## src/rtl/mem_port_arbiter_if.sv

```systemverilog
// Purpose: signal bundle around mem_port_arbiter (I-fetch port, load/store port, RAM port, error report).
// Latency: none, wires only.
// Backpressure: i_stall/d_stall back to the requesters; mem_ack from the RAM ends each access.
// Modports: slave = arbiter view (requests and RAM results in, stalls/RAM strobes out);
//           master = pipeline/RAM/bench view (the mirror image).
interface mem_port_arbiter_if;
  // instruction-fetch requester
  logic        i_req;
  logic [31:0] i_addr;
  logic [31:0] i_rdata;
  logic        i_stall;
  // load/store requester
  logic        d_req;
  logic        d_we;
  logic [31:0] d_addr;
  logic [31:0] d_wdata;
  logic [31:0] d_rdata;
  logic        d_stall;
  // shared RAM port
  logic        mem_cs;
  logic        mem_we;
  logic [31:0] mem_addr;
  logic [31:0] mem_din;
  logic [31:0] mem_dout;
  logic        mem_ack;
  // timeout reporting
  logic        err;
  logic [31:0] err_addr;
  logic        err_clr;

  modport slave (
    input  i_req, i_addr, d_req, d_we, d_addr, d_wdata, mem_dout, mem_ack, err_clr,
    output i_rdata, i_stall, d_rdata, d_stall, mem_cs, mem_we, mem_addr, mem_din, err, err_addr
  );

  modport master (
    output i_req, i_addr, d_req, d_we, d_addr, d_wdata, mem_dout, mem_ack, err_clr,
    input  i_rdata, i_stall, d_rdata, d_stall, mem_cs, mem_we, mem_addr, mem_din, err, err_addr
  );
endinterface

```

## src/rtl/mem_port_arbiter.sv

```systemverilog
// Purpose: shares one multi-cycle RAM port between I-fetch and load/store, aborting hung accesses.
// Latency: request seen in IDLE -> >=1 SERVE cycle -> RESP (done); min 3 cycles until the requester advances.
// Backpressure: each stall stays high while its req is pending and drops only in its one RESP cycle.
// Ports: clk, rst (synchronous, active-high); bus (mem_port_arbiter_if.slave) carries
//        i_* / d_* requester handshakes, mem_* RAM strobes, and err/err_addr/err_clr.
// Params: PRIORITY (0 round-robin, 1 D always wins), TIMEOUT (1..255 SERVE cycles),
//         RESET_DMASK (initial last_owner; 1 lets I win the first tie).
module mem_port_arbiter #(
  parameter int          PRIORITY    = 0,
  parameter int unsigned TIMEOUT     = 15,
  parameter bit          RESET_DMASK = 1'b1
) (
  input  logic              clk,
  input  logic              rst,
  mem_port_arbiter_if.slave bus
);

  typedef enum logic [1:0] {
    IDLE  = 2'd0,
    SERVE = 2'd1,
    RESP  = 2'd2
  } state_t;

  localparam bit         D_ALWAYS_WINS = (PRIORITY != 0);
  // Counter value in the last SERVE cycle allowed before the access is abandoned.
  localparam logic [7:0] CNT_LAST      = 8'(TIMEOUT - 1);

  state_t      state_q, state_d;
  logic        owner_q, owner_d;           // 0 = I, 1 = D
  logic        last_owner_q, last_owner_d; // owner of the last completed access
  logic [7:0]  cnt_q, cnt_d;
  logic [31:0] mem_addr_q, mem_addr_d;
  logic [31:0] mem_din_q, mem_din_d;
  logic        mem_we_q, mem_we_d;
  logic [31:0] i_rdata_q, i_rdata_d;
  logic [31:0] d_rdata_q, d_rdata_d;
  logic        err_q, err_d;
  logic [31:0] err_addr_q, err_addr_d;

  logic        grant_to_d;
  logic        i_done;
  logic        d_done;

  // D wins when I is absent, when D has fixed priority, or when I was served last.
  assign grant_to_d = bus.d_req & (~bus.i_req | D_ALWAYS_WINS | ~last_owner_q);

  // Done is simply "RESP for this owner", so it lasts exactly one cycle.
  assign i_done = (state_q == RESP) && !owner_q;
  assign d_done = (state_q == RESP) &&  owner_q;

  assign bus.i_stall  = bus.i_req & ~i_done;
  assign bus.d_stall  = bus.d_req & ~d_done;
  assign bus.i_rdata  = i_rdata_q;
  assign bus.d_rdata  = d_rdata_q;
  assign bus.mem_cs   = (state_q == SERVE);
  assign bus.mem_we   = mem_we_q;
  assign bus.mem_addr = mem_addr_q;
  assign bus.mem_din  = mem_din_q;
  assign bus.err      = err_q;
  assign bus.err_addr = err_addr_q;

  // State register.
  always_ff @(posedge clk) begin
    if (rst) begin
      state_q <= IDLE;
    end else begin
      state_q <= state_d;
    end
  end

  // Datapath registers. A reset mid-SERVE simply drops the access: no RESP, so no done.
  always_ff @(posedge clk) begin
    if (rst) begin
      owner_q      <= 1'b0;
      last_owner_q <= RESET_DMASK;
      cnt_q        <= '0;
      mem_addr_q   <= '0;
      mem_din_q    <= '0;
      mem_we_q     <= 1'b0;
      i_rdata_q    <= '0;
      d_rdata_q    <= '0;
      err_q        <= 1'b0;
      err_addr_q   <= '0;
    end else begin
      owner_q      <= owner_d;
      last_owner_q <= last_owner_d;
      cnt_q        <= cnt_d;
      mem_addr_q   <= mem_addr_d;
      mem_din_q    <= mem_din_d;
      mem_we_q     <= mem_we_d;
      i_rdata_q    <= i_rdata_d;
      d_rdata_q    <= d_rdata_d;
      err_q        <= err_d;
      err_addr_q   <= err_addr_d;
    end
  end

  // Next-state and datapath updates.
  always_comb begin
    state_d      = state_q;
    owner_d      = owner_q;
    last_owner_d = last_owner_q;
    cnt_d        = cnt_q;
    mem_addr_d   = mem_addr_q;
    mem_din_d    = mem_din_q;
    mem_we_d     = mem_we_q;
    i_rdata_d    = i_rdata_q;
    d_rdata_d    = d_rdata_q;
    err_d        = err_q;
    err_addr_d   = err_addr_q;

    case (state_q)
      IDLE: begin
        if (bus.i_req || bus.d_req) begin
          // Latch the winner's request so the RAM sees stable inputs for the whole access,
          // even if the requester misbehaves and changes its inputs meanwhile.
          owner_d = grant_to_d;
          cnt_d   = '0;
          state_d = SERVE;
          if (grant_to_d) begin
            mem_addr_d = bus.d_addr;
            mem_we_d   = bus.d_we;
            mem_din_d  = bus.d_wdata;
          end else begin
            mem_addr_d = bus.i_addr;
            mem_we_d   = 1'b0;
            mem_din_d  = '0;
          end
        end
      end

      SERVE: begin
        cnt_d = cnt_q + 8'd1;
        if (bus.mem_ack) begin
          // An ack in the final allowed cycle still counts as a normal completion.
          state_d  = RESP;
          mem_we_d = 1'b0;
          if (owner_q) begin
            d_rdata_d = bus.mem_dout;
          end else begin
            i_rdata_d = bus.mem_dout;
          end
        end else if (cnt_q == CNT_LAST) begin
          state_d  = RESP;
          mem_we_d = 1'b0;
          if (owner_q) begin
            d_rdata_d = '0;
          end else begin
            i_rdata_d = '0;
          end
          // Only the first hung address is kept until software clears it.
          if (!err_q) begin
            err_d      = 1'b1;
            err_addr_d = mem_addr_q;
          end
        end
      end

      RESP: begin
        // Passing through IDLE afterwards leaves a cs-low cycle between accesses.
        last_owner_d = owner_q;
        state_d      = IDLE;
      end

      default: begin
        state_d = IDLE;
      end
    endcase

    // Clearing beats a simultaneous new timeout.
    if (bus.err_clr) begin
      err_d      = 1'b0;
      err_addr_d = '0;
    end
  end

endmodule

```

## src/flat_wrapper.sv

```systemverilog
// flat-port wrapper written by rule: the top's interface ports become plain ports
module mem_port_arbiter_flat 
#(
  parameter int          PRIORITY    = 0,
  parameter int unsigned TIMEOUT     = 15,
  parameter bit          RESET_DMASK = 1'b1
)
  (clk, rst, bus_i_req, bus_i_addr, bus_d_req, bus_d_we, bus_d_addr, bus_d_wdata, bus_mem_dout, bus_mem_ack, bus_err_clr, bus_i_rdata, bus_i_stall, bus_d_rdata, bus_d_stall, bus_mem_cs, bus_mem_we, bus_mem_addr, bus_mem_din, bus_err, bus_err_addr);
  mem_port_arbiter_if bus_i ();
  input  logic clk;
  input  logic rst;
  input wire logic [$bits(bus_i.i_req)-1:0] bus_i_req;
  input wire logic [$bits(bus_i.i_addr)-1:0] bus_i_addr;
  input wire logic [$bits(bus_i.d_req)-1:0] bus_d_req;
  input wire logic [$bits(bus_i.d_we)-1:0] bus_d_we;
  input wire logic [$bits(bus_i.d_addr)-1:0] bus_d_addr;
  input wire logic [$bits(bus_i.d_wdata)-1:0] bus_d_wdata;
  input wire logic [$bits(bus_i.mem_dout)-1:0] bus_mem_dout;
  input wire logic [$bits(bus_i.mem_ack)-1:0] bus_mem_ack;
  input wire logic [$bits(bus_i.err_clr)-1:0] bus_err_clr;
  output wire logic [$bits(bus_i.i_rdata)-1:0] bus_i_rdata;
  output wire logic [$bits(bus_i.i_stall)-1:0] bus_i_stall;
  output wire logic [$bits(bus_i.d_rdata)-1:0] bus_d_rdata;
  output wire logic [$bits(bus_i.d_stall)-1:0] bus_d_stall;
  output wire logic [$bits(bus_i.mem_cs)-1:0] bus_mem_cs;
  output wire logic [$bits(bus_i.mem_we)-1:0] bus_mem_we;
  output wire logic [$bits(bus_i.mem_addr)-1:0] bus_mem_addr;
  output wire logic [$bits(bus_i.mem_din)-1:0] bus_mem_din;
  output wire logic [$bits(bus_i.err)-1:0] bus_err;
  output wire logic [$bits(bus_i.err_addr)-1:0] bus_err_addr;
  assign bus_i.i_req = bus_i_req;
  assign bus_i.i_addr = bus_i_addr;
  assign bus_i.d_req = bus_d_req;
  assign bus_i.d_we = bus_d_we;
  assign bus_i.d_addr = bus_d_addr;
  assign bus_i.d_wdata = bus_d_wdata;
  assign bus_i.mem_dout = bus_mem_dout;
  assign bus_i.mem_ack = bus_mem_ack;
  assign bus_i.err_clr = bus_err_clr;
  assign bus_i_rdata = bus_i.i_rdata;
  assign bus_i_stall = bus_i.i_stall;
  assign bus_d_rdata = bus_i.d_rdata;
  assign bus_d_stall = bus_i.d_stall;
  assign bus_mem_cs = bus_i.mem_cs;
  assign bus_mem_we = bus_i.mem_we;
  assign bus_mem_addr = bus_i.mem_addr;
  assign bus_mem_din = bus_i.mem_din;
  assign bus_err = bus_i.err;
  assign bus_err_addr = bus_i.err_addr;
  mem_port_arbiter #(.PRIORITY(PRIORITY), .TIMEOUT(TIMEOUT), .RESET_DMASK(RESET_DMASK)) u_core (.clk(clk), .rst(rst), .bus(bus_i));
endmodule
```

## config.mk

```make
export PLATFORM = sky130hd
export DESIGN_NAME = mem_port_arbiter_flat
export DESIGN_NICKNAME = d
export VERILOG_FILES = /design/src/rtl/mem_port_arbiter_if.sv /design/src/rtl/mem_port_arbiter.sv /design/src/flat_wrapper.sv
export SDC_FILE = /design/constraint.sdc
export NUM_CORES = 1
export LEC_CHECK = 0
export CAP_MARGIN = 10
export CORE_MARGIN = 2
export CORE_UTILIZATION = 34
export DETAILED_ROUTE_END_ITERATION = 7
export HOLD_SLACK_MARGIN = 0.1
export MAX_ROUTING_LAYER = met4
export PLACE_DENSITY = 0.81
export SETUP_SLACK_MARGIN = 0.02
export SLEW_MARGIN = 0
export SYNTH_ARGS = -nofsm -noshare
export SYNTH_HDL_FRONTEND = slang
export SYNTH_SLANG_ARGS = --single-unit
```

## constraint.sdc

```tcl
create_clock -name clk -period 1.7 [get_ports clk]
set_input_delay 0.17 -clock clk [delete_from_list [all_inputs] [get_ports clk]]
set_output_delay 0.17 -clock clk [all_outputs]
set_load 0.005 [all_outputs]
```

==> metrics.txt, run 1 <==
# TYPE chip_impl_metric gauge
chip_impl_metric{name="cap_violations",unit=""} 0
chip_impl_info{name="timing.critical_path.to_type",value="flip-flop"} 1
chip_impl_metric{name="grt_use_total",unit="%"} 19.96
chip_impl_metric{name="drt-initial-drc-count",unit=""} 355
chip_impl_info{name="reg2reg_to",value="u_core.bus.err_addr[12]$_SDFFE_PP0P_"} 1
chip_impl_info{name="category_of_the_most_critical_setup_path",value="flip-flop to flip-flop"} 1
chip_impl_metric{name="detailroute.wirelength.met2",unit="µm"} 10890
chip_impl_metric{name="post_synth_edffs",unit=""} 0
chip_impl_info{name="regToRegStartpoint",value="u_core.cnt_q[0]$_SDFFE_PP0P_"} 1
chip_impl_info{name="synth_flop_cell",value="sky130_fd_sc_hd__dfxtp_1"} 1
chip_impl_metric{name="cts.clk_slew.worst_paths",unit="ps"} 70
chip_impl_metric{name="wire_length_on_met3",unit="µm"} 1508
chip_impl_metric{name="antenna_cells",unit=""} 0
chip_impl_metric{name="timing.reg2reg.setup_slack",unit="ps"} 100
chip_impl_metric{name="final.fill_count",unit=""} 1788
chip_impl_metric{name="grt_first_pass_wirelength",unit="µm"} 33840
chip_impl_metric{name="via_count_of_the_first_global_routing_pass",unit=""} 6468
chip_impl_metric{name="rows",unit=""} 52
chip_impl_metric{name="grt-ovfl-total",unit=""} 0
chip_impl_metric{name="multi_input_logic_area",unit="mm²"} 0.003148
chip_impl_info{name="yosys-top-cells-area",value="sky130_fd_sc_hd__dfxtp_1 (50%), sky130_fd_sc_hd__a21oi_1 (7.4%), sky130_fd_sc_hd__nand2_1 (7.2%), sky130_fd_sc_hd__mux2i_1 (4.6%), sky130_fd_sc_hd__a311oi_2 (4.3%)"} 1
chip_impl_metric{name="chipHeight",unit="µm"} 147.2
chip_impl_metric{name="post_synth_instance_area",unit="mm²"} 0.006969
chip_impl_metric{name="yosys_reg_bits",unit=""} 174
chip_impl_metric{name="final_setup_violation_count",unit=""} 0
chip_impl_metric{name="cts_htree_levels",unit=""} 4
chip_impl_metric{name="route.detailed.drc",unit=""} 0
chip_impl_metric{name="drt_first_pass_iters",unit=""} 5
chip_impl_info{name="critical_path.most_common_cell",value="sky130_fd_sc_hd__and4b_2"} 1
chip_impl_metric{name="pwr_density_cell",unit="mW/mm²"} 875.0
chip_impl_metric{name="grt_max_degree",unit=""} 63
chip_impl_metric{name="synth.top_cell.area_share",unit="%"} 49.98
chip_impl_metric{name="initial_utilization",unit="%"} 34.55
chip_impl_metric{name="path_max_fanout",unit=""} 19
chip_impl_metric{name="synth_area_in_adders",unit="%"} 0.3591
chip_impl_metric{name="timing.final.max_slew_violations",unit=""} 0
chip_impl_metric{name="max_slew.worst_pin.slew",unit="ps"} 755.3
chip_impl_metric{name="timing.reg2reg.worst_path_depth",unit=""} 7
chip_impl_metric{name="die_width",unit="µm"} 147.2
chip_impl_metric{name="dp_worst_slack",unit="ps"} -169.4
chip_impl_info{name="crit_slowest_cell",value="sky130_fd_sc_hd__and4b_2"} 1
chip_impl_metric{name="place.gp.congestion",unit=""} 0.8535
chip_impl_metric{name="p_int",unit="mW"} 7.141
chip_impl_info{name="endpoint",value="u_core.bus.err_addr[12]$_SDFFE_PP0P_"} 1
chip_impl_info{name="hold_class",value="input pin to flip-flop"} 1
chip_impl_metric{name="synthesis.instances",unit=""} 768
chip_impl_metric{name="cpPeakStageDelay",unit="ps"} 320
chip_impl_info{name="clock_tree_from_tritoncts",value="done"} 1
chip_impl_metric{name="cts_made_buffers",unit=""} 17
chip_impl_metric{name="timing.final.ws_setup",unit="ps"} 102.6
chip_impl_metric{name="syn_avg_cell_area",unit="µm²"} 9.074
chip_impl_metric{name="antenna_left",unit=""} 0
chip_impl_info{name="yosysMostFrequentCell",value="sky130_fd_sc_hd__dfxtp_1"} 1
chip_impl_metric{name="synth.yosys.warnings",unit=""} 0
chip_impl_metric{name="place_hpwl",unit="µm"} 15410
chip_impl_metric{name="finalHoldViolCount",unit=""} 0
chip_impl_info{name="start_kind",value="flip-flop"} 1
chip_impl_metric{name="area.sequential",unit="mm²"} 0.003485
chip_impl_metric{name="routed_via_density",unit=""} 5.110
chip_impl_info{name="rsz0062_at_grt",value="no"} 1
chip_impl_metric{name="via_count",unit=""} 6801
chip_impl_metric{name="boundaryPins",unit=""} 300
chip_impl_info{name="worstPathCellList",value="inv_1 > ha_1 > and4b_2 > and4b_2 > buf_12 > nand2_1 > a21oi_2"} 1
chip_impl_metric{name="switching_power",unit="mW"} 2.460
chip_impl_metric{name="synth_seq_area_share",unit="%"} 49.98
chip_impl_metric{name="clock_path_buffers",unit=""} 2
chip_impl_metric{name="clock_insertion_delay_worst_skew",unit="ps"} 420
chip_impl_metric{name="post_synth_xor_area_fraction",unit="%"} 0
chip_impl_metric{name="syn-num-nets",unit=""} 905
chip_impl_metric{name="synth.mux.area_fraction",unit="%"} 4.596
chip_impl_metric{name="finalCritPeriodShare",unit="%"} 93.97
chip_impl_metric{name="final_net_count",unit=""} 1185
chip_impl_metric{name="fin_total_pwr",unit="mW"} 9.601
chip_impl_info{name="synth.top_cells.by_count",value="sky130_fd_sc_hd__dfxtp_1 (174), sky130_fd_sc_hd__nand2_1 (134), sky130_fd_sc_hd__a21oi_1 (103)"} 1
chip_impl_info{name="startpoint",value="u_core.cnt_q[0]$_SDFFE_PP0P_"} 1
chip_impl_metric{name="critPathRequiredTime",unit="ps"} 2040
chip_impl_metric{name="vdd_ir_drop_max",unit="V"} 0.0006655
chip_impl_info{name="clockRootBuffer",value="sky130_fd_sc_hd__clkbuf_16"} 1
chip_impl_metric{name="post_drt_wl_per_cell",unit="µm"} 16.40
chip_impl_metric{name="routedLengthMet1",unit="µm"} 9019
chip_impl_metric{name="place.port_buffers",unit=""} 299
chip_impl_metric{name="post_synth_num_cell_types",unit=""} 40
chip_impl_metric{name="power.share.clock",unit="%"} 39.4
chip_impl_metric{name="synthesized_area_fraction_occupied_by_ao_oa_aoi_and_oai_cells",unit="%"} 25.10
chip_impl_metric{name="area.growth.synth_to_final",unit="%"} 57.43
chip_impl_metric{name="critical_path_arrival",unit="ps"} 1940
chip_impl_metric{name="pwr-share-comb",unit="%"} 15.2
chip_impl_metric{name="area_fraction_in_and_or_nand_and_nor_cells_after_synthesis",unit="%"} 14.33
chip_impl_metric{name="total_setup_buffers_inserted_after_cts",unit=""} 0
chip_impl_info{name="result_of_the_run",value="complete, no violations"} 1
chip_impl_metric{name="power.static_leakage",unit="nW"} 3.699
chip_impl_metric{name="p_sw_share",unit="%"} 25.62
chip_impl_metric{name="drive_gt1_share",unit="%"} 10.46
chip_impl_metric{name="timing.final.crit_period",unit="ps"} 1597
chip_impl_info{name="synth_top_family_by_area",value="compound AO/OA/AOI/OAI gates"} 1
chip_impl_info{name="route.top_layer_used",value="met4"} 1
chip_impl_metric{name="coreArea",unit="mm²"} 0.02017
chip_impl_metric{name="clock-skew-final",unit="ps"} 10.92
chip_impl_metric{name="worst_slew_margin_rel",unit="%"} 49.65
chip_impl_metric{name="clkSinkCount",unit=""} 174
chip_impl_metric{name="async_flop_share",unit="%"} 0
chip_impl_metric{name="grt_antenna_before_repair",unit=""} 0
chip_impl_metric{name="dieArea",unit="mm²"} 0.02166
chip_impl_metric{name="fmax",unit="MHz"} 626.0
chip_impl_metric{name="totalWireLength",unit="µm"} 21820
chip_impl_info{name="synth_largest_area_cell",value="sky130_fd_sc_hd__dfxtp_1"} 1
chip_impl_metric{name="power.share.sequential",unit="%"} 45.4
## worst max-delay path, delay by kind of cell (launching register included)
| family | cells | cell delay (ps) |
|---|---|---|
| AO/OA/AOI/OAI | 1 | 130 |
| adder cells (fa/ha/maj) | 1 | 140 |
| buffers and inverters | 2 | 210 |
| flip-flops | 1 | 310 |
| AND/OR/NAND/NOR | 3 | 720 |
## flip-flops by register name (all words and copies together) (netlist names)
signal / cells
u_core.bus.mem_din: 32
u_core.bus.i_rdata: 32
u_core.bus.d_rdata: 32
u_core.bus.err_addr: 32
u_core.cnt_q: 8
u_core.bus.mem_addr: 32
u_core.owner_q: 1
u_core.bus.mem_we: 1
u_core.state_q: 2
u_core.bus.err: 1
u_core.last_owner_q: 1
## per-stage QoR
stage	TNS (ps)	instances	hold slack, ps	instance area (µm²)	utilization (%)
3_3_place_gp	-3181	1298	437.7	10370	51.43
4_1_cts	-26.27	1331	340.3	10950	54.31
3_5_place_dp	-5879	1298	443.6	10370	51.43
5_1_grt	0	1331	353.2	10970	54.40
2_1_floorplan	0	768	306.0	6969	-
6_report	0	1331	366.2	10970	54.40
## cells by family (layout without fill, tap and decap cells)
| group | after synthesis | in the layout |
|---|---|---|
| AOI/OAI and AO/OA | 246 | 246 |
| adders and majority gates | 2 | 2 |
| buffers and inverters | 78 | 371 |
| DFF | 174 | 174 |
| muxes | 32 | 32 |
| and+or+nand+nor | 236 | 236 |
## layer usage
metal,vias to the layer above,track usage [%]
li1,3302,-
met1,3225,23.26
met2,246,33.36
met3,28,5.714
met4,0,6.250
met5,-,-
## what timing repair did
item                                    4_1_cts  5_1_grt
endpoints found under the hold margin        12        0
gates resized for setup                       6       11
endpoints found under the setup margin       16       18
pin swaps                                     0        1
hold buffers                                  1        0
## how the worst min path moves through the flow
stage               cells after the start                                   end                                 start
global route                            3    u_core.bus.i_rdata[6]$_SDFFE_PP0P_                       bus_mem_dout[6]
detailed placement                      2  u_core.bus.err_addr[22]$_SDFFE_PP0P_  u_core.bus.err_addr[22]$_SDFFE_PP0P_
global placement                        2  u_core.bus.err_addr[23]$_SDFFE_PP0P_  u_core.bus.err_addr[23]$_SDFFE_PP0P_
CTS                                     3   u_core.bus.i_rdata[24]$_SDFFE_PP0P_                      bus_mem_dout[24]
floorplan                               2    u_core.bus.i_rdata[0]$_SDFFE_PP0P_                       bus_mem_dout[0]
finish                                  3    u_core.bus.i_rdata[6]$_SDFFE_PP0P_                       bus_mem_dout[6]
## power by group through the flow
stage	sequential [mW]	clock (mW)	combinational [mW]
global placement	4.45	0	1.44
detailed placement	4.45	0	1.46
global route	4.38	4.06	1.57
floorplan	4.45	0	0.561
CTS	4.36	3.89	1.47
finish	4.36	3.78	1.46
## final cells by class
cell class	count	area share, %
flip-flops and latches	174	31.76
inverters	3	0.1254
multi-input cells	516	28.69
repair buffers	336	31.14
clock inverters	13	1.163
well taps	270	3.079
clock buffers	19	4.037
## layout by cell type (no fill, tap or decap), types with 5 or more instances in the layout
cell type | Yosys | routed
sky130_fd_sc_hd__mux2i_1 | 32 | 32
sky130_fd_sc_hd__a21oi_2 | 1 | 5
sky130_fd_sc_hd__a21oi_1 | 103 | 98
sky130_fd_sc_hd__a211oi_1 | 34 | 34
sky130_fd_sc_hd__nor2_1 | 72 | 72
sky130_fd_sc_hd__a311oi_2 | 20 | 20
sky130_fd_sc_hd__clkdlybuf4s50_1 | 0 | 295
sky130_fd_sc_hd__clkbuf_16 | 0 | 17
sky130_fd_sc_hd__buf_4 | 4 | 24
sky130_fd_sc_hd__nand2_1 | 134 | 134
sky130_fd_sc_hd__dfxtp_1 | 174 | 173
sky130_fd_sc_hd__a22oi_1 | 32 | 32
sky130_fd_sc_hd__a311oi_1 | 13 | 13
sky130_fd_sc_hd__o31ai_1 | 32 | 32
sky130_fd_sc_hd__buf_12 | 0 | 12
Note: power is estimated with default switching activity, not from simulation.
==> run 2: changes to the inputs <==
--- a/config.mk
+++ b/config.mk
@@ -6,12 +6,13 @@
 export NUM_CORES = 1
 export LEC_CHECK = 0
 export CAP_MARGIN = 10
-export CORE_MARGIN = 2
+export CORE_MARGIN = 4
 export CORE_UTILIZATION = 34
 export DETAILED_ROUTE_END_ITERATION = 7
 export HOLD_SLACK_MARGIN = 0.1
 export MAX_ROUTING_LAYER = met4
 export PLACE_DENSITY = 0.81
+export RECOVER_POWER = 50
 export SETUP_SLACK_MARGIN = 0.02
 export SLEW_MARGIN = 0
 export SYNTH_ARGS = -nofsm -noshare
==> run 2 against run 1 <==
Critical path type unchanged. Total power down 0.31%. Setup slack got worse by 16 ps. Hold slack got worse by 65 ps. Highest routed layer unchanged. Critical path depth stayed put. Sequential power hardly changed. Sequential share of layout area is essentially flat. Final cell count about the same.
==> metrics.txt, run 2 (synthesis gave the netlist of run 1 again) <==
# TYPE chip_impl_metric gauge
chip_impl_info{name="result_of_the_run",value="complete, no violations"} 1
chip_impl_metric{name="power.share.clock",unit="%"} 39.7
chip_impl_info{name="most_common_library_cell_in_the_layout_ignoring_fill_and_taps",value="sky130_fd_sc_hd__dfxtp_1"} 1
chip_impl_metric{name="cap_violations",unit=""} 0
chip_impl_metric{name="cpPeakStageDelay",unit="ps"} 350
chip_impl_metric{name="route.detailed.drc",unit=""} 0
chip_impl_info{name="regToRegStartpoint",value="u_core.cnt_q[0]$_SDFFE_PP0P_"} 1
chip_impl_info{name="hp_start",value="rst"} 1
chip_impl_metric{name="area.growth.synth_to_final",unit="%"} 57.79
chip_impl_metric{name="pwr_density_cell",unit="mW/mm²"} 870.4
chip_impl_metric{name="rows",unit=""} 52
chip_impl_info{name="most_frequent_cells_in_the_layout",value="sky130_fd_sc_hd__dfxtp_1 (171), sky130_fd_sc_hd__clkdlybuf4s50_1 (167), sky130_fd_sc_hd__nand2_1 (134), sky130_fd_sc_hd__dlygate4sd3_1 (128), sky130_fd_sc_hd__a21oi_1 (99)"} 1
chip_impl_metric{name="timing.reg2reg.setup_slack",unit="ps"} 90
chip_impl_info{name="worstPathCellList",value="inv_1 > ha_1 > and4b_2 > and4b_4 > clkbuf_16 > nand2_1 > a21oi_2"} 1
chip_impl_metric{name="clock_insertion_delay_worst_skew",unit="ps"} 420
chip_impl_metric{name="finalCritPeriodShare",unit="%"} 94.93
chip_impl_metric{name="final_net_count",unit=""} 1184
chip_impl_metric{name="stdcell_count",unit=""} 1330
chip_impl_info{name="start_kind",value="flip-flop"} 1
chip_impl_metric{name="grt_first_pass_wirelength",unit="µm"} 33270
chip_impl_metric{name="die_width",unit="µm"} 151.2
chip_impl_metric{name="post_cts_hold_buffer_count",unit=""} 0
chip_impl_metric{name="grt-ovfl-total",unit=""} 0
chip_impl_info{name="hold_path_end",value="u_core.bus.i_rdata[7]$_SDFFE_PP0P_"} 1
chip_impl_metric{name="cts_made_buffers",unit=""} 17
chip_impl_metric{name="via_count",unit=""} 6761
chip_impl_metric{name="worst_slew_margin_rel",unit="%"} 52.44
chip_impl_info{name="hold_class",value="input pin to flip-flop"} 1
chip_impl_metric{name="final_setup_violation_count",unit=""} 0
chip_impl_metric{name="whs",unit="ps"} 301.4
chip_impl_metric{name="post_drt_wl_per_cell",unit="µm"} 17.03
chip_impl_metric{name="fin_area",unit="mm²"} 0.01100
chip_impl_info{name="clockRootBuffer",value="sky130_fd_sc_hd__clkbuf_16"} 1
chip_impl_info{name="reg2reg_to",value="u_core.bus.err_addr[21]$_SDFFE_PP0P_"} 1
chip_impl_metric{name="cts_htree_levels",unit=""} 4
chip_impl_metric{name="vdd_ir_drop_max",unit="V"} 0.0006579
chip_impl_metric{name="dieArea",unit="mm²"} 0.02285
chip_impl_metric{name="antenna_cells",unit=""} 0
chip_impl_metric{name="final.fill_count",unit=""} 1759
chip_impl_metric{name="p_int",unit="mW"} 7.098
chip_impl_info{name="rsz0062_at_grt",value="yes"} 1
chip_impl_metric{name="place.port_buffers",unit=""} 299
chip_impl_metric{name="coreArea",unit="mm²"} 0.02017
chip_impl_metric{name="dp.cells",unit=""} 1293
chip_impl_metric{name="pwr-share-comb",unit="%"} 14.7
chip_impl_metric{name="initial_utilization",unit="%"} 34.55
chip_impl_metric{name="via_count_of_the_first_global_routing_pass",unit=""} 6521
chip_impl_metric{name="place.gp.congestion",unit=""} 0.7801
chip_impl_metric{name="drt-initial-drc-count",unit=""} 287
chip_impl_metric{name="holdPathStages",unit=""} 3
chip_impl_metric{name="clock_path_buffers",unit=""} 2
chip_impl_info{name="category_of_the_most_critical_setup_path",value="flip-flop to flip-flop"} 1
chip_impl_info{name="clock_tree_from_tritoncts",value="done"} 1
chip_impl_metric{name="critical_path_arrival",unit="ps"} 1960
chip_impl_metric{name="routed_via_density",unit=""} 5.083
chip_impl_metric{name="critPathRequiredTime",unit="ps"} 2040
chip_impl_metric{name="timing.final.crit_period",unit="ps"} 1614
chip_impl_metric{name="place_hpwl",unit="µm"} 15630
chip_impl_metric{name="drive_gt1_share",unit="%"} 10.09
chip_impl_metric{name="aggregate_negative_setup_slack",unit="ps"} 0
chip_impl_metric{name="totalWireLength",unit="µm"} 22640
chip_impl_info{name="timing.critical_path.to_type",value="flip-flop"} 1
chip_impl_metric{name="clock-skew-final",unit="ps"} 10.71
chip_impl_metric{name="finalHoldViolCount",unit=""} 0
chip_impl_metric{name="max_slew.worst_pin.slew",unit="ps"} 713.4
chip_impl_metric{name="antenna_left",unit=""} 0
chip_impl_metric{name="cts.clk_slew.worst_paths",unit="ps"} 70
chip_impl_metric{name="grt_max_degree",unit=""} 83
chip_impl_metric{name="boundaryPins",unit=""} 300
chip_impl_metric{name="grt_antenna_before_repair",unit=""} 0
chip_impl_metric{name="chipHeight",unit="µm"} 151.2
chip_impl_metric{name="clkSinkCount",unit=""} 174
chip_impl_metric{name="fin_total_pwr",unit="mW"} 9.571
chip_impl_metric{name="switching_power",unit="mW"} 2.473
chip_impl_metric{name="drt_first_pass_iters",unit=""} 4
chip_impl_metric{name="p_sw_share",unit="%"} 25.84
chip_impl_metric{name="power.static_leakage",unit="nW"} 4.124
chip_impl_metric{name="timing.reg2reg.worst_path_depth",unit=""} 7
chip_impl_metric{name="power.share.sequential",unit="%"} 45.5
chip_impl_metric{name="fmax",unit="MHz"} 619.7
chip_impl_metric{name="grt_use_total",unit="%"} 18.77
chip_impl_metric{name="path_max_fanout",unit=""} 8
chip_impl_metric{name="post_dp_cell_area",unit="mm²"} 0.01033
chip_impl_info{name="crit_slowest_cell",value="sky130_fd_sc_hd__and4b_4"} 1
chip_impl_metric{name="timing.final.max_slew_violations",unit=""} 0
==> run 2: cell type report <==
type / instances / area (µm²) / area share, %
Tap cell: 270 / 337.8 / 3.072
Sequential cell: 174 / 3490 / 31.73
Clock buffer: 19 / 442.9 / 4.028
Timing Repair Buffer: 335 / 3442 / 31.30
Inverter: 3 / 13.76 / 0.1252
Clock inverter: 13 / 128.9 / 1.172
Multi-Input combinational cell: 516 / 3142 / 28.57
==> run 2: how the worst max path moves through the flow <==
stage / start / to / slack, ps / cells after the start
global placement: bus_i_req / u_core.bus.mem_addr[11]$_SDFFE_PP0P_ / -20 / 6
floorplan: u_core.cnt_q[0]$_SDFFE_PP0P_ / u_core.bus.mem_we$_SDFFE_PP0P_ / 30 / 8
detailed placement: bus_d_req / u_core.bus.mem_din[17]$_SDFFE_PP0P_ / -70 / 6
global route: u_core.cnt_q[0]$_SDFFE_PP0P_ / u_core.bus.err_addr[25]$_SDFFE_PP0P_ / 7 / 7
finish: u_core.cnt_q[0]$_SDFFE_PP0P_ / u_core.bus.err_addr[21]$_SDFFE_PP0P_ / 90 / 7
CTS: u_core.state_q[1]$_SDFFE_PP0P_ / bus_d_stall / 40 / 4
==> run 2: timing repair <==
item | CTS | global route
resized for setup | 6 | 9
gates cloned | 0 | 3
pin swaps | 0 | 13
buffers inserted | 0 | 2
endpoints found under the setup margin | 11 | 32
==> run 2: critical path, delay by kind of cell, from the launching register on <==
family	cells	cell delay (ps)
compound gates	1	130
fa+ha+maj	1	130
flops	1	310
buf+inv	2	240
simple gates	3	730
==> run 2: per-layer routing <==
metal	global-route usage (%)	part of all wire [%]	vias to the layer above
met1	22.52	42	3154
met3	4.758	7.5	43
met4	6.346	2.6	0
met5	-	0	-
li1	-	-	3315
met2	30.86	48	249
==> run 2: stage by stage <==
| step | setup WS [ps] | util [%] |
|---|---|---|
| after floorplan | 25.05 | - |
| after global placement | -19.97 | 51.24 |
| after detailed placement | -66.78 | 51.24 |
| after CTS | 35.08 | 54.09 |
| after global routing | 7.095 | 54.52 |
| final | 86.27 | 54.52 |
==> run 2: power groups by stage <==
stage	Combinational, mW	Sequential, mW	Clock, mW
detailed placement	1.45	4.45	0
global route	1.52	4.38	4.06
global placement	1.43	4.45	0
finish	1.41	4.36	3.80
floorplan	0.561	4.45	0
CTS	1.45	4.36	3.89
==> run 3: changes to the inputs <==
--- a/config.mk
+++ b/config.mk
@@ -8,10 +8,11 @@
 export CAP_MARGIN = 10
 export CORE_MARGIN = 4
 export CORE_UTILIZATION = 34
+export CTS_BUF_LIST = sky130_fd_sc_hd__clkbuf_4
 export DETAILED_ROUTE_END_ITERATION = 7
 export HOLD_SLACK_MARGIN = 0.1
 export MAX_ROUTING_LAYER = met4
-export PLACE_DENSITY = 0.81
+export PLACE_DENSITY = 0.79
 export RECOVER_POWER = 50
 export SETUP_SLACK_MARGIN = 0.02
 export SLEW_MARGIN = 0
==> constraint.sdc (replaced) <==
create_clock -name clk -period 1.56 [get_ports clk]
set_input_delay 0.156 -clock clk [delete_from_list [all_inputs] [get_ports clk]]
set_output_delay 0.156 -clock clk [all_outputs]
set_load 0.005 [all_outputs]
==> run 3 against run 2 <==
The flow now finishes with violations (setup timing). Setup slack got worse by 260 ps. Fmax shrank 7.1%. Critical endpoint is now u_core.bus.mem_we$_SDFFE_PP0P_. Core utilization grew 7.2 points. Register-to-register slack worse by 260 ps. Clock power is 29% lower. Combinational power rose by 47%. Sequential share of layout area shrank 2.3 points.
==> metrics.txt, run 3 (synthesis gave the netlist of run 1 again) <==
# TYPE chip_impl_metric gauge
chip_impl_info{name="result_of_the_run",value="complete, but fails checks"} 1
chip_impl_info{name="failed_checks",value="setup timing"} 1
chip_impl_metric{name="vdd_ir_drop_max",unit="V"} 0.0004672
chip_impl_metric{name="fin_area",unit="mm²"} 0.01245
chip_impl_metric{name="chipHeight",unit="µm"} 151.2
chip_impl_info{name="clockRootBuffer",value="sky130_fd_sc_hd__clkbuf_4"} 1
chip_impl_metric{name="power.static_leakage",unit="nW"} 5.259
chip_impl_metric{name="max_slew.worst_pin.slew",unit="ps"} 1085
chip_impl_metric{name="timing.reg2reg.worst_path_depth",unit=""} 9
chip_impl_info{name="start_kind",value="flip-flop"} 1
chip_impl_metric{name="place.port_buffers",unit=""} 299
chip_impl_metric{name="drive_gt1_share",unit="%"} 42.42
chip_impl_metric{name="fmax",unit="MHz"} 575.4
chip_impl_metric{name="post_dp_cell_area",unit="mm²"} 0.01046
chip_impl_info{name="most_frequent_cells_in_the_layout",value="sky130_fd_sc_hd__dlygate4sd2_1 (161), sky130_fd_sc_hd__dfxtp_2 (142), sky130_fd_sc_hd__clkdlybuf4s50_1 (133), sky130_fd_sc_hd__nand2_1 (88), sky130_fd_sc_hd__nor2_1 (72)"} 1
chip_impl_metric{name="cpPeakStageDelay",unit="ps"} 370
chip_impl_metric{name="grt_first_pass_wirelength",unit="µm"} 36730
chip_impl_metric{name="fin_total_pwr",unit="mW"} 9.554
chip_impl_metric{name="grt_use_met3",unit="%"} 5.895
chip_impl_metric{name="die_width",unit="µm"} 151.2
chip_impl_info{name="most_common_library_cell_in_the_layout_ignoring_fill_and_taps",value="sky130_fd_sc_hd__dlygate4sd2_1"} 1
chip_impl_info{name="worst_path_dominant_cell_family",value="compound AO/OA/AOI/OAI gates"} 1
chip_impl_metric{name="dieArea",unit="mm²"} 0.02285
chip_impl_metric{name="timing.final.crit_period",unit="ps"} 1738
chip_impl_metric{name="switching_power",unit="mW"} 2.945
chip_impl_metric{name="antenna_left",unit=""} 0
chip_impl_metric{name="grt_use_total",unit="%"} 20.88
chip_impl_metric{name="cts.clk_slew.worst_paths",unit="ps"} 160
chip_impl_metric{name="final_net_count",unit=""} 1258
chip_impl_metric{name="boundaryPins",unit=""} 300
chip_impl_metric{name="critPathRequiredTime",unit="ps"} 2050
chip_impl_metric{name="worst-path-buf-inv",unit=""} 4
chip_impl_metric{name="grtUsageMet2",unit="%"} 35.90
chip_impl_info{name="grt_busiest_layer",value="met2"} 1
chip_impl_metric{name="worst_slew_margin_rel",unit="%"} 27.64
chip_impl_metric{name="grt-ovfl-total",unit=""} 0
chip_impl_metric{name="initial_utilization",unit="%"} 34.55
chip_impl_metric{name="post_drt_wl_per_cell",unit="µm"} 19.02
chip_impl_metric{name="via_count",unit=""} 7387
chip_impl_metric{name="clkSinkCount",unit=""} 174
chip_impl_metric{name="route.detailed.drc",unit=""} 0
chip_impl_metric{name="holdPathStages",unit=""} 3
chip_impl_metric{name="cap_violations",unit=""} 0
chip_impl_metric{name="grt_antenna_before_repair",unit=""} 0
chip_impl_info{name="critical_path.most_common_cell",value="sky130_fd_sc_hd__buf_6"} 1
chip_impl_metric{name="timing.reg2reg.setup_slack",unit="ps"} -180
chip_impl_metric{name="routed_via_density",unit=""} 5.261
chip_impl_metric{name="place_hpwl",unit="µm"} 15830
chip_impl_metric{name="finalHoldViolCount",unit=""} 0
chip_impl_metric{name="timing.final.max_slew_violations",unit=""} 0
chip_impl_info{name="hold_class",value="input pin to flip-flop"} 1
chip_impl_info{name="category_of_the_most_critical_setup_path",value="flip-flop to flip-flop"} 1
chip_impl_metric{name="totalWireLength",unit="µm"} 26700
chip_impl_metric{name="rows",unit=""} 52
chip_impl_info{name="timing.critical_path.to_type",value="flip-flop"} 1
chip_impl_metric{name="antenna_cells",unit=""} 0
chip_impl_metric{name="clock_path_buffers",unit=""} 2
chip_impl_metric{name="p_int",unit="mW"} 6.610
chip_impl_metric{name="gr-usage-met1",unit="%"} 23.62
chip_impl_metric{name="coreArea",unit="mm²"} 0.02017
chip_impl_metric{name="grt_max_degree",unit=""} 67
chip_impl_metric{name="pwr-share-comb",unit="%"} 21.7
chip_impl_metric{name="timing.final.ws_setup",unit="ps"} -177.9
chip_impl_info{name="rsz0062_at_grt",value="yes"} 1
chip_impl_metric{name="clock-skew-final",unit="ps"} 25.36
chip_impl_metric{name="pwr_density_cell",unit="mW/mm²"} 767.4
chip_impl_metric{name="drt_first_pass_iters",unit=""} 5
chip_impl_metric{name="via_count_of_the_first_global_routing_pass",unit=""} 6950
chip_impl_metric{name="drt-initial-drc-count",unit=""} 331
chip_impl_metric{name="place.gp.congestion",unit=""} 0.7595
chip_impl_metric{name="cts_made_buffers",unit=""} 17
chip_impl_info{name="crit_slowest_cell",value="sky130_fd_sc_hd__dfxtp_2"} 1
chip_impl_info{name="worstPathCellList",value="inv_2 > ha_4 > and4b_2 > buf_6 > a21oi_4 > buf_6 > buf_12 > o211ai_1 > a21oi_1"} 1
chip_impl_metric{name="finalCritPeriodShare",unit="%"} 111.4
chip_impl_metric{name="critical_path_depth",unit=""} 9
chip_impl_metric{name="critical_path_arrival",unit="ps"} 2230
chip_impl_metric{name="cts_htree_levels",unit=""} 4
chip_impl_metric{name="area.growth.synth_to_final",unit="%"} 78.65
chip_impl_metric{name="power.share.clock",unit="%"} 28.3
chip_impl_metric{name="clock_insertion_delay_worst_skew",unit="ps"} 550
chip_impl_info{name="clock_tree_from_tritoncts",value="done"} 1
chip_impl_metric{name="path_max_fanout",unit=""} 8
chip_impl_metric{name="whs",unit="ps"} 196.6
chip_impl_metric{name="p_sw_share",unit="%"} 30.82
chip_impl_metric{name="final_core_utilization",unit="%"} 61.73
chip_impl_metric{name="final_setup_violation_count",unit=""} 134
chip_impl_metric{name="power.share.sequential",unit="%"} 50.0
[run 3: cell types whose count changed in the layout (fill, tap and decap cells not counted), moves of 27 or more]
cell                              previous run  this run
sky130_fd_sc_hd__dlygate4sd2_1               3       161
sky130_fd_sc_hd__nand2_1                   134        88
sky130_fd_sc_hd__clkdlybuf4s50_1           167       133
sky130_fd_sc_hd__a22oi_1                    32         0
sky130_fd_sc_hd__o31ai_1                    32         5
sky130_fd_sc_hd__a21oi_1                    99        64
sky130_fd_sc_hd__dlygate4sd3_1             128         2
sky130_fd_sc_hd__buf_4                      19        69
sky130_fd_sc_hd__a22oi_2                     0        32
sky130_fd_sc_hd__dfxtp_1                   171        30
sky130_fd_sc_hd__nand2_4                     0        31
sky130_fd_sc_hd__a21oi_2                     4        39
sky130_fd_sc_hd__dfxtp_2                     2       142
[run 3: timing repair]
item / in CTS / in global routing
endpoints found under the hold margin: 23 / 0
setup endpoints to repair: 261 / 138
setup buffers: 50 / 7
pin swaps: 56 / 77
cloned: 4 / 11
hold buffers: 2 / 0
gates resized for setup: 398 / 161
[run 3: routing by layer]
| metal | up-vias | wire [µm] |
|---|---|---|
| met1 | 3588 | 10300 |
| met3 | 56 | 1820 |
| li1 | 3463 | - |
| met4 | 0 | 786 |
| met2 | 280 | 13800 |
| met5 | - | 0 |
[run 3: per-stage QoR]
stage	TNS, ps	std cells	setup WS [ps]
after floorplan	0	768	29.40
after global placement	-9465	1303	-274.2
after detailed placement	-13470	1303	-277.4
after CTS	-13100	1390	-187.9
after global routing	-18740	1404	-240.0
final	-10680	1404	-177.9
[run 3: final timing paths]
path	from	to
worst max-delay path	u_core.cnt_q[0]$_SDFFE_PP0P_	u_core.bus.mem_we$_SDFFE_PP0P_
worst min-delay path	bus_mem_dout[27]	u_core.bus.i_rdata[27]$_SDFFE_PP0P_
worst min register to register	u_core.bus.err_addr[28]$_SDFFE_PP0P_	u_core.bus.err_addr[28]$_SDFFE_PP0P_
worst max register to register	u_core.cnt_q[0]$_SDFFE_PP0P_	u_core.bus.mem_we$_SDFFE_PP0P_
[run 3: power groups by stage]
stage / clock (mW) / sequential [mW] / combinational (mW)
floorplan: 0 / 4.85 / 0.618
CTS: 2.80 / 4.76 / 1.82
finish: 2.70 / 4.78 / 2.07
detailed placement: 0 / 4.85 / 1.64
global placement: 0 / 4.85 / 1.62
global route: 2.97 / 4.80 / 2.21
[run 3: worst min-delay path, delay by kind of cell]
family / cells / cell delay, ps
simple gates: 1 / 70
compound gates: 1 / 50
buf+inv: 1 / 440
[run 3: final cells by class]
cell class	count	area [µm²]
Clock buffer	17	127.6
Clock inverter	15	171.4
Fill cell	1589	7719
Inverter	3	13.76
Multi-Input combinational cell	516	4090
Sequential cell	174	3669
Tap cell	270	337.8
Timing Repair Buffer	409	4041
